`config.mk`:
```
export PLATFORM = sky130hd
export DESIGN_NAME = sap_alu
export DESIGN_NICKNAME = d
export VERILOG_FILES = /design/src/rtl/sap_alu.sv
export SDC_FILE = /design/constraint.sdc
export NUM_CORES = 1
export LEC_CHECK = 0
export CAP_MARGIN = 20
export CORE_MARGIN = 3
export CORE_UTILIZATION = 39
export DETAILED_ROUTE_END_ITERATION = 8
export PLACE_DENSITY_LB_ADDON = 0.1
export SYNTH_ARGS = -nofsm -noshare
export SYNTH_HDL_FRONTEND = slang
export SYNTH_SLANG_ARGS = --single-unit
```
`constraint.sdc`:
```
create_clock -name clk -period 5.75 [get_ports clk]
set_input_delay 1.4375 -clock clk [delete_from_list [all_inputs] [get_ports clk]]
set_output_delay 1.4375 -clock clk [all_outputs]
set_load 0.005 [all_outputs]
```
`src/rtl/sap_alu.sv`:
```
// sap_alu: SAP-1 ALU stage with single-cycle ADD/SUB/AND and WIDTH-cycle shift-add MUL.
// Define ALU_FLAGS_EN to build registered carry/zero flags; otherwise both are tied low.
module sap_alu #(
    parameter int WIDTH = 8
) (
    input  logic             clk,
    input  logic             rst,
    input  logic [WIDTH-1:0] a,
    input  logic [WIDTH-1:0] b,
    input  logic [1:0]       op,
    input  logic             start,
    input  logic             eu,
    output logic [WIDTH-1:0] out,
    output logic             busy,
    output logic             done,
    output logic             carry,
    output logic             zero
);
    localparam int CW = $clog2(WIDTH + 1);
    localparam logic [1:0] OP_MUL = 2'b10;
    localparam logic [1:0] OP_AND = 2'b11;
    localparam logic [0:0] IDLE = 1'b0;
    localparam logic [0:0] MUL = 1'b1;

    logic [0:0]         state;
    logic [2*WIDTH-1:0] mcand, acc, acc_next;
    logic [WIDTH-1:0]   mplier, result, res_next, alu_res;
    logic [CW-1:0]      cnt;
    logic [WIDTH:0]     sum;
    logic               done_r, last, ld_op, ld;

    // SUB is a + ~b + 1, so op[0] selects both the inversion and the carry-in
    assign sum      = {1'b0, a} + {1'b0, (op[0] ? ~b : b)} + {{WIDTH{1'b0}}, op[0]};
    assign alu_res  = (op == OP_AND) ? (a & b) : sum[WIDTH-1:0];
    assign acc_next = mplier[0] ? acc + mcand : acc;
    assign last     = (state == MUL) && (cnt == CW'(WIDTH - 1));
    assign ld_op    = (state == IDLE) && start && (op != OP_MUL);
    assign ld       = ld_op || last;
    assign res_next = last ? acc_next[WIDTH-1:0] : alu_res;

    always_ff @(posedge clk) begin
        if (rst) begin
            state  <= IDLE;
            mcand  <= '0;
            mplier <= '0;
            acc    <= '0;
            cnt    <= '0;
            result <= '0;
            done_r <= 1'b0;
        end else begin
            done_r <= ld;
            if (ld)
                result <= res_next;
            if (state == IDLE) begin
                if (start && op == OP_MUL) begin
                    state  <= MUL;
                    mcand  <= {{WIDTH{1'b0}}, a};
                    mplier <= b;
                    acc    <= '0;
                    cnt    <= '0;
                end
            end else begin
                acc    <= acc_next;
                mcand  <= mcand << 1;
                mplier <= mplier >> 1;
                cnt    <= cnt + CW'(1);
                if (last)
                    state <= IDLE;
            end
        end
    end

    assign out  = eu ? result : '0;
    assign busy = (state == MUL);
    assign done = done_r;

`ifdef ALU_FLAGS_EN
    logic carry_r, zero_r;

    always_ff @(posedge clk) begin
        if (rst) begin
            carry_r <= 1'b0;
            zero_r  <= 1'b0;
        end else if (ld) begin
            carry_r <= last ? |acc_next[2*WIDTH-1:WIDTH] : (op != OP_AND) && sum[WIDTH];
            zero_r  <= (res_next == '0);
        end
    end

    assign carry = carry_r;
    assign zero  = zero_r;
`else
    logic unused_carry;
    assign unused_carry = sum[WIDTH];
    assign carry = 1'b0;
    assign zero  = 1'b0;
`endif
endmodule
```
==> results.tsv, run 1 <==
metric	value	unit
gr ovfl total	0	
clk_lat worst skew	0.30	ns
chip height	87.3	um
Final GP Congestion	0.834	
first-pass GRT wire length	11.2	mm
port bufs	31	
Post-DP Area	2920	um2
total iterations of the first detailed-routing run	4	
worst hold path depth	2	
largest family of logic cells by synthesized area	simple AND/OR/NAND/NOR gates	
I/O Pins	34	
drt drc	0	
final worst path period share	71.9	%
nets	401	
die area	7620	um2
pwr dens	207	nW/um2
Critical Path Fanout Max	8	
post-route ant nets	0	
register area	761	um2
number of synthesized flops with an enable pin	0	
DR WL/cell	15.3	um
Clock Skew	0.00891	ns
layout cell share with drive strength beyond 1	5.23	%
cts repair resizes	0	
Hold Fails Final Rpt	0	
synth unique cells	47	
CTS tree	built	
worst path cell trace	clkdlybuf4s50_1 > and2_1 > clkdlybuf4s50_1	
result of the run	completed	
Leak	1.20	nW
sequential share of the synthesized area	29.5	%
proportion of synthesized area in mux cells	4.37	%
Max-slew headroom	45.3	%
clk sink count	38	
final wirelength	6.72	mm
Worst Setup Path Type	primary input to primary output	
final worst hold slack	0.449	ns
post-layout instance area	3020	um2
GRT Overall Usage	19.0	%
cells on worst reg2reg path	7	
slew at the pin closest to its max-slew limit	0.819	ns
post-CTS setup buffers	0	
Via density	5.53	
switching power total	0.189	mW
fmax	242	MHz
Post-Syn Area per Cell	7.58	um2
Worst-path clk slew	0.08	ns
Clock Path Buffers	2	
XOR/XNOR Fraction of Synth Area	4.76	%
CP endpoint kind	primary output	
CP max-delay cell	clkdlybuf4s50_1	
area occupied by multi-input gates	1700	um2
total CTS buffers	5	
Core ar.	6170	um2
CTS Hold Bufs	0	
Worst Path Arrival	2.69	ns
setup violation total in the final timing report	0	
dpl hpwl	5.07	mm
Gate Count Post-Synth	340	
sequential share of power	45.0	%
initial antenna violation count	0	
clock share of power	31.2	%
Worst Hold Class	flop to flop	
number of fill cells in the layout	623	
Slew Viols, Final	0	
unrepaired setup endpoints after global routing	no	
Crit path largest cell delay	0.60	ns
Final WS setup	1.62	ns
peak supply drop	0.114	mV
Diodes inserted	0	
1st-iter DRT viols	130	
Main synth FF type	dfxtp_1	
Area Overhead vs Synth	17.0	%
switching share of power	30.3	%
H-Tree Depth	2	
Synth Area in Compound Gates	22.9	%
Comb power frac	23.8	%
Max-Cap Viols	0	
Worst EP required	4.31	ns
pin count of the biggest net entering global routing	49	
Final min period	4.13	ns
Post-Synth Simple-Gate Area	25.0	%
ys async rst share	0	%
die width	87.3	um
vias	2421	
vias in the first global route	2281	
setup_tns	0	ns
mapped cell area	2580	um2
Worst Setup Slack post-DPL	1.60	ns
Ys Warns	0	
Root Buffer	clkbuf_8	
Initial Utilization	41.8	%
row cnt	28	
CP Launch Type	primary input	
fraction of the mapped netlist area in adder cells	8.84	%
most frequent CP cell	clkdlybuf4s50_1	
Seq cells post-synth	38	
P_int	0.436	mW
==> kinds of logic (layout without fill, tap and decap cells) <==
logic type	after synthesis	after routing
other cells	1	2
buf+inv	29	51
xor+xnor	14	14
compound gates	98	98
fa+ha+maj	17	17
flops	38	38
mux	11	11
simple gates	132	132
==> state kept, by name (all words and copies together), names as in the netlist <==
register  flops
acc           8
busy          1
cnt           4
done          1
mcand         8
mplier        8
result        8
==> cell type report <==
cell class              count  share of cell area (%)
inverters                   9                    1.12
flip-flops and latches     38                    25.2
well taps                  75                    3.11
multi-input cells         274                    56.5
clock buffers               7                    2.86
repair buffers             34                    11.0
clock inverters             1                   0.166
==> per-stage QoR <==
step                utilization, %  power, mW  std cells
detailed placement            47.4      0.436        430
CTS                           48.9      0.631        438
global placement              47.4      0.435        430
global route                  48.9      0.660        438
floorplan                        -      0.383        341
finish                        48.9      0.625        438
==> path summary, 6_finish.rpt <==
check                 start        end  slack (ns)
setup reg to reg   mcand[1]  result[7]        3.53
setup / recovery         eu     out[2]        1.62
hold reg to reg   result[3]  result[3]        0.45
hold / removal    result[3]  result[3]        0.45
==> power groups by stage <==
stage               Sequential [mW]  Combinational, mW  Clock (mW)
floorplan                     0.284             0.0990           0
CTS                           0.281              0.149       0.200
global route                  0.282              0.167       0.210
finish                        0.281              0.149       0.195
detailed placement            0.287              0.148           0
global placement              0.287              0.147           0
==> cells in the final DEF, fill, tap and decap left out, types with 2 or more instances in the layout <==
cell	count
nor2b_1	3
nor3_1	9
and3_1	6
a32oi_1	3
a211oi_1	2
and2_1	8
mux2i_1	9
nand2_1	35
a21o_1	5
xnor2_1	6
nand4_1	2
a22oi_1	3
nor2_1	35
o22ai_1	2
o21ai_0	10
o21a_1	2
inv_1	9
fa_1	2
conb_1	2
a221oi_1	2
o21ai_1	3
a41oi_1	2
dfxtp_1	38
clkdlybuf4s50_1	31
xor2_1	8
nand3b_1	3
nor3b_1	2
a21oi_1	53
a31oi_1	4
a211oi_2	2
mux2_2	2
buf_4	3
ha_1	15
nand3_1	22
clkbuf_8	6
==> layer usage <==
layer	up-vias	track usage (%)	share of wire [%]
met1	1112	26.8	49
met4	0	6.00	1.7
met3	9	2.93	3.7
met5	-	0	0
li1	1250	-	-
met2	50	29.7	46
==> Yosys cell counts, types with 3 or more instances <==
cell type | count | area share (%)
a21oi_1 | 53 | 10
dfxtp_1 | 38 | 30
nand2_1 | 35 | 5.1
nor2_1 | 35 | 5.1
nand3_1 | 22 | 4.3
ha_1 | 15 | 7.3
clkbuf_1 | 13 | 1.9
o21ai_0 | 10 | 1.9
inv_1 | 9 | 1.3
mux2i_1 | 9 | 3.5
nor3_1 | 9 | 1.7
and2_1 | 8 | 1.9
xor2_1 | 8 | 2.7
and3_1 | 6 | 1.5
xnor2_1 | 6 | 2.0
a21o_1 | 5 | 1.5
buf_1 | 5 | 0.73
a31oi_1 | 4 | 0.97
a22oi_1 | 3 | 0.87
a32oi_1 | 3 | 1.0
nand3b_1 | 3 | 0.87
nor2b_1 | 3 | 0.73
o21ai_1 | 3 | 0.58
==> critical path, delay by kind of cell <==
kind / cells / cell delay (ns)
buffers and inverters: 2 / 1.09
AND/OR/NAND/NOR: 1 / 0.16
(Power assumes the default switching activity.)
==> run 2: changes to the inputs <==
clock period = 3.6 ns   (was 5.75 ns; I/O delays follow)
==> run 2 against run 1 <==
  * Count of clock-buffer cells in the layout unchanged
  * Non-clock buffer count up 7
  * Sequential share of layout area down 0.43 points
  * Utilization up 0.85 points
  * Clock power up 58%
  * Final area up 1.7%
  * Via count up 2.4%
  * First-iteration DRC count up 7.7%
  * Critical path type is now primary input to flop
==> results.tsv, run 2 (synthesis results as in run 1) <==
metric	value	unit	change
Via density	5.57		+0.78%
CP endpoint kind	flop		
vias in the first global route	2306		+1.1%
die width	87.3	um	unchanged
unrepaired setup endpoints after global routing	no		
number of fill cells in the layout	618		-0.80%
initial antenna violation count	0		unchanged
final worst path period share	87.7	%	
I/O Pins	34		unchanged
die area	7620	um2	unchanged
Worst Path Arrival	3.35	ns	+0.66 ns
worst hold path depth	2		unchanged
total iterations of the first detailed-routing run	4		unchanged
Diodes inserted	0		unchanged
Final min period	3.16	ns	
Area Overhead vs Synth	19.1	%	
Worst-path clk slew	0.07	ns	about the same
vias	2479		+2.4%
Clock Skew	0.00934	ns	+0.000428 ns
Worst EP required	3.79	ns	-0.52 ns
layout cell share with drive strength beyond 1	7.03	%	+1.8 points
post-layout instance area	3070	um2	+1.7%
CTS tree	built		
Leak	1.24	nW	+2.7%
Slew Viols, Final	0		unchanged
cts repair resizes	0		unchanged
post-route ant nets	0		unchanged
dpl hpwl	5.28	mm	+4.3%
pin count of the biggest net entering global routing	44		-10%
Design Power	1.00	mW	+61%
Worst Setup Path Type	primary input to flop		
clk sink count	38		unchanged
result of the run	completed		
Max-Cap Viols	0		unchanged
Post-DP Area	2980	um2	+1.8%
clk_lat worst skew	0.30	ns	about the same
drt drc	0		unchanged
Initial Utilization	41.8	%	unchanged
CP Launch Type	primary input		
setup_tns	0	ns	unchanged
setup violation total in the final timing report	0		unchanged
cells on worst reg2reg path	7		unchanged
Critical Path Fanout Max	9		+1
total CTS buffers	5		unchanged
Root Buffer	clkbuf_8		
Final GP Congestion	0.861		+3.2%
Core ar.	6170	um2	unchanged
slew at the pin closest to its max-slew limit	0.528	ns	-0.291 ns
H-Tree Depth	2		unchanged
fmax	317	MHz	
first-pass GRT wire length	11.7	mm	+4.1%
gr ovfl total	0		unchanged
GRT Overall Usage	19.8	%	+0.72 points
CTS Hold Bufs	0		unchanged
chip height	87.3	um	unchanged
port bufs	31		unchanged
row cnt	28		unchanged
1st-iter DRT viols	140		+7.7%
pwr dens	327	nW/um2	+58%
most frequent cells in the layout	a21oi_1, dfxtp_1, nand2_1, nor2_1, clkdlybuf4s50_1		
leading cell type in the layout, fill and taps excluded	a21oi_1		
Hold Fails Final Rpt	0		unchanged
nets	408		+1.7%
final wirelength	7.11	mm	+5.8%
peak supply drop	0.223	mV	+95%
Max-slew headroom	64.6	%	+19 points
post-CTS setup buffers	0		unchanged
Worst Hold Class	flop to flop		
DR WL/cell	16.0	um	+4.1%
Clock Path Buffers	2		unchanged
## run 2: critical path: stages
cell and delay (ns):
clkdlybuf4s50_1 0.63, xor2_1 0.26, ha_1 0.36, a21oi_1 0.23, o22ai_1 0.15, a31oi_1 0.33
mux2i_1 0.22, a31oi_1 0.10, o21a_1 0.17
## run 2: area by class of cell
class | instances | area [um2] | share of cell area [%]
timing repair buffer | 41 | 385 | 12.6
clock inverter | 1 | 5.00 | 0.163
multi-input combinational | 274 | 1700 | 55.5
inverter | 9 | 33.8 | 1.10
clock buffer | 7 | 86.3 | 2.81
tap | 75 | 93.8 | 3.06
sequential | 38 | 761 | 24.8
## run 2: routing by layer
metal	GRT usage, %	part of all wire, %	vias up
met4	6.56	1.3	0
met5	0	0	-
li1	-	-	1269
met2	29.9	44	64
met3	3.31	5.8	7
met1	28.3	49	1139
## run 2: power by group
group / total (mW) / leakage, nW / internal (mW) / switching (mW)
clock: 0.309 / 0.0482 / 0.155 / 0.154
sequential: 0.449 / 0.309 / 0.437 / 0.0121
combinational: 0.246 / 0.881 / 0.111 / 0.135
total: 1.00 / 1.24 / 0.703 / 0.301
## run 2: final timing paths
| check | end | start | slack, ns |
|---|---|---|---|
| max | result[7] | op[0] | 0.44 |
| min | result[3] | result[3] | 0.45 |
| max reg2reg | result[7] | mcand[1] | 1.39 |
| min reg2reg | result[3] | result[3] | 0.45 |
## run 2: through the flow
step	hold WS [ns]	util, %	worst slack, ns	instances
floorplan	0.427	-	0.763	341
finish	0.449	49.8	0.443	445
global route	0.485	49.8	0.279	445
CTS	0.453	49.8	0.468	445
detailed placement	0.445	48.3	0.169	437
global placement	0.442	48.3	0.246	437
==> run 3: changes to the inputs <==
CTS_CLUSTER_SIZE = 8   (was not set)
==> results of run 3 <==
No change in the layout: final DEF, timing and power equal those of run 2.
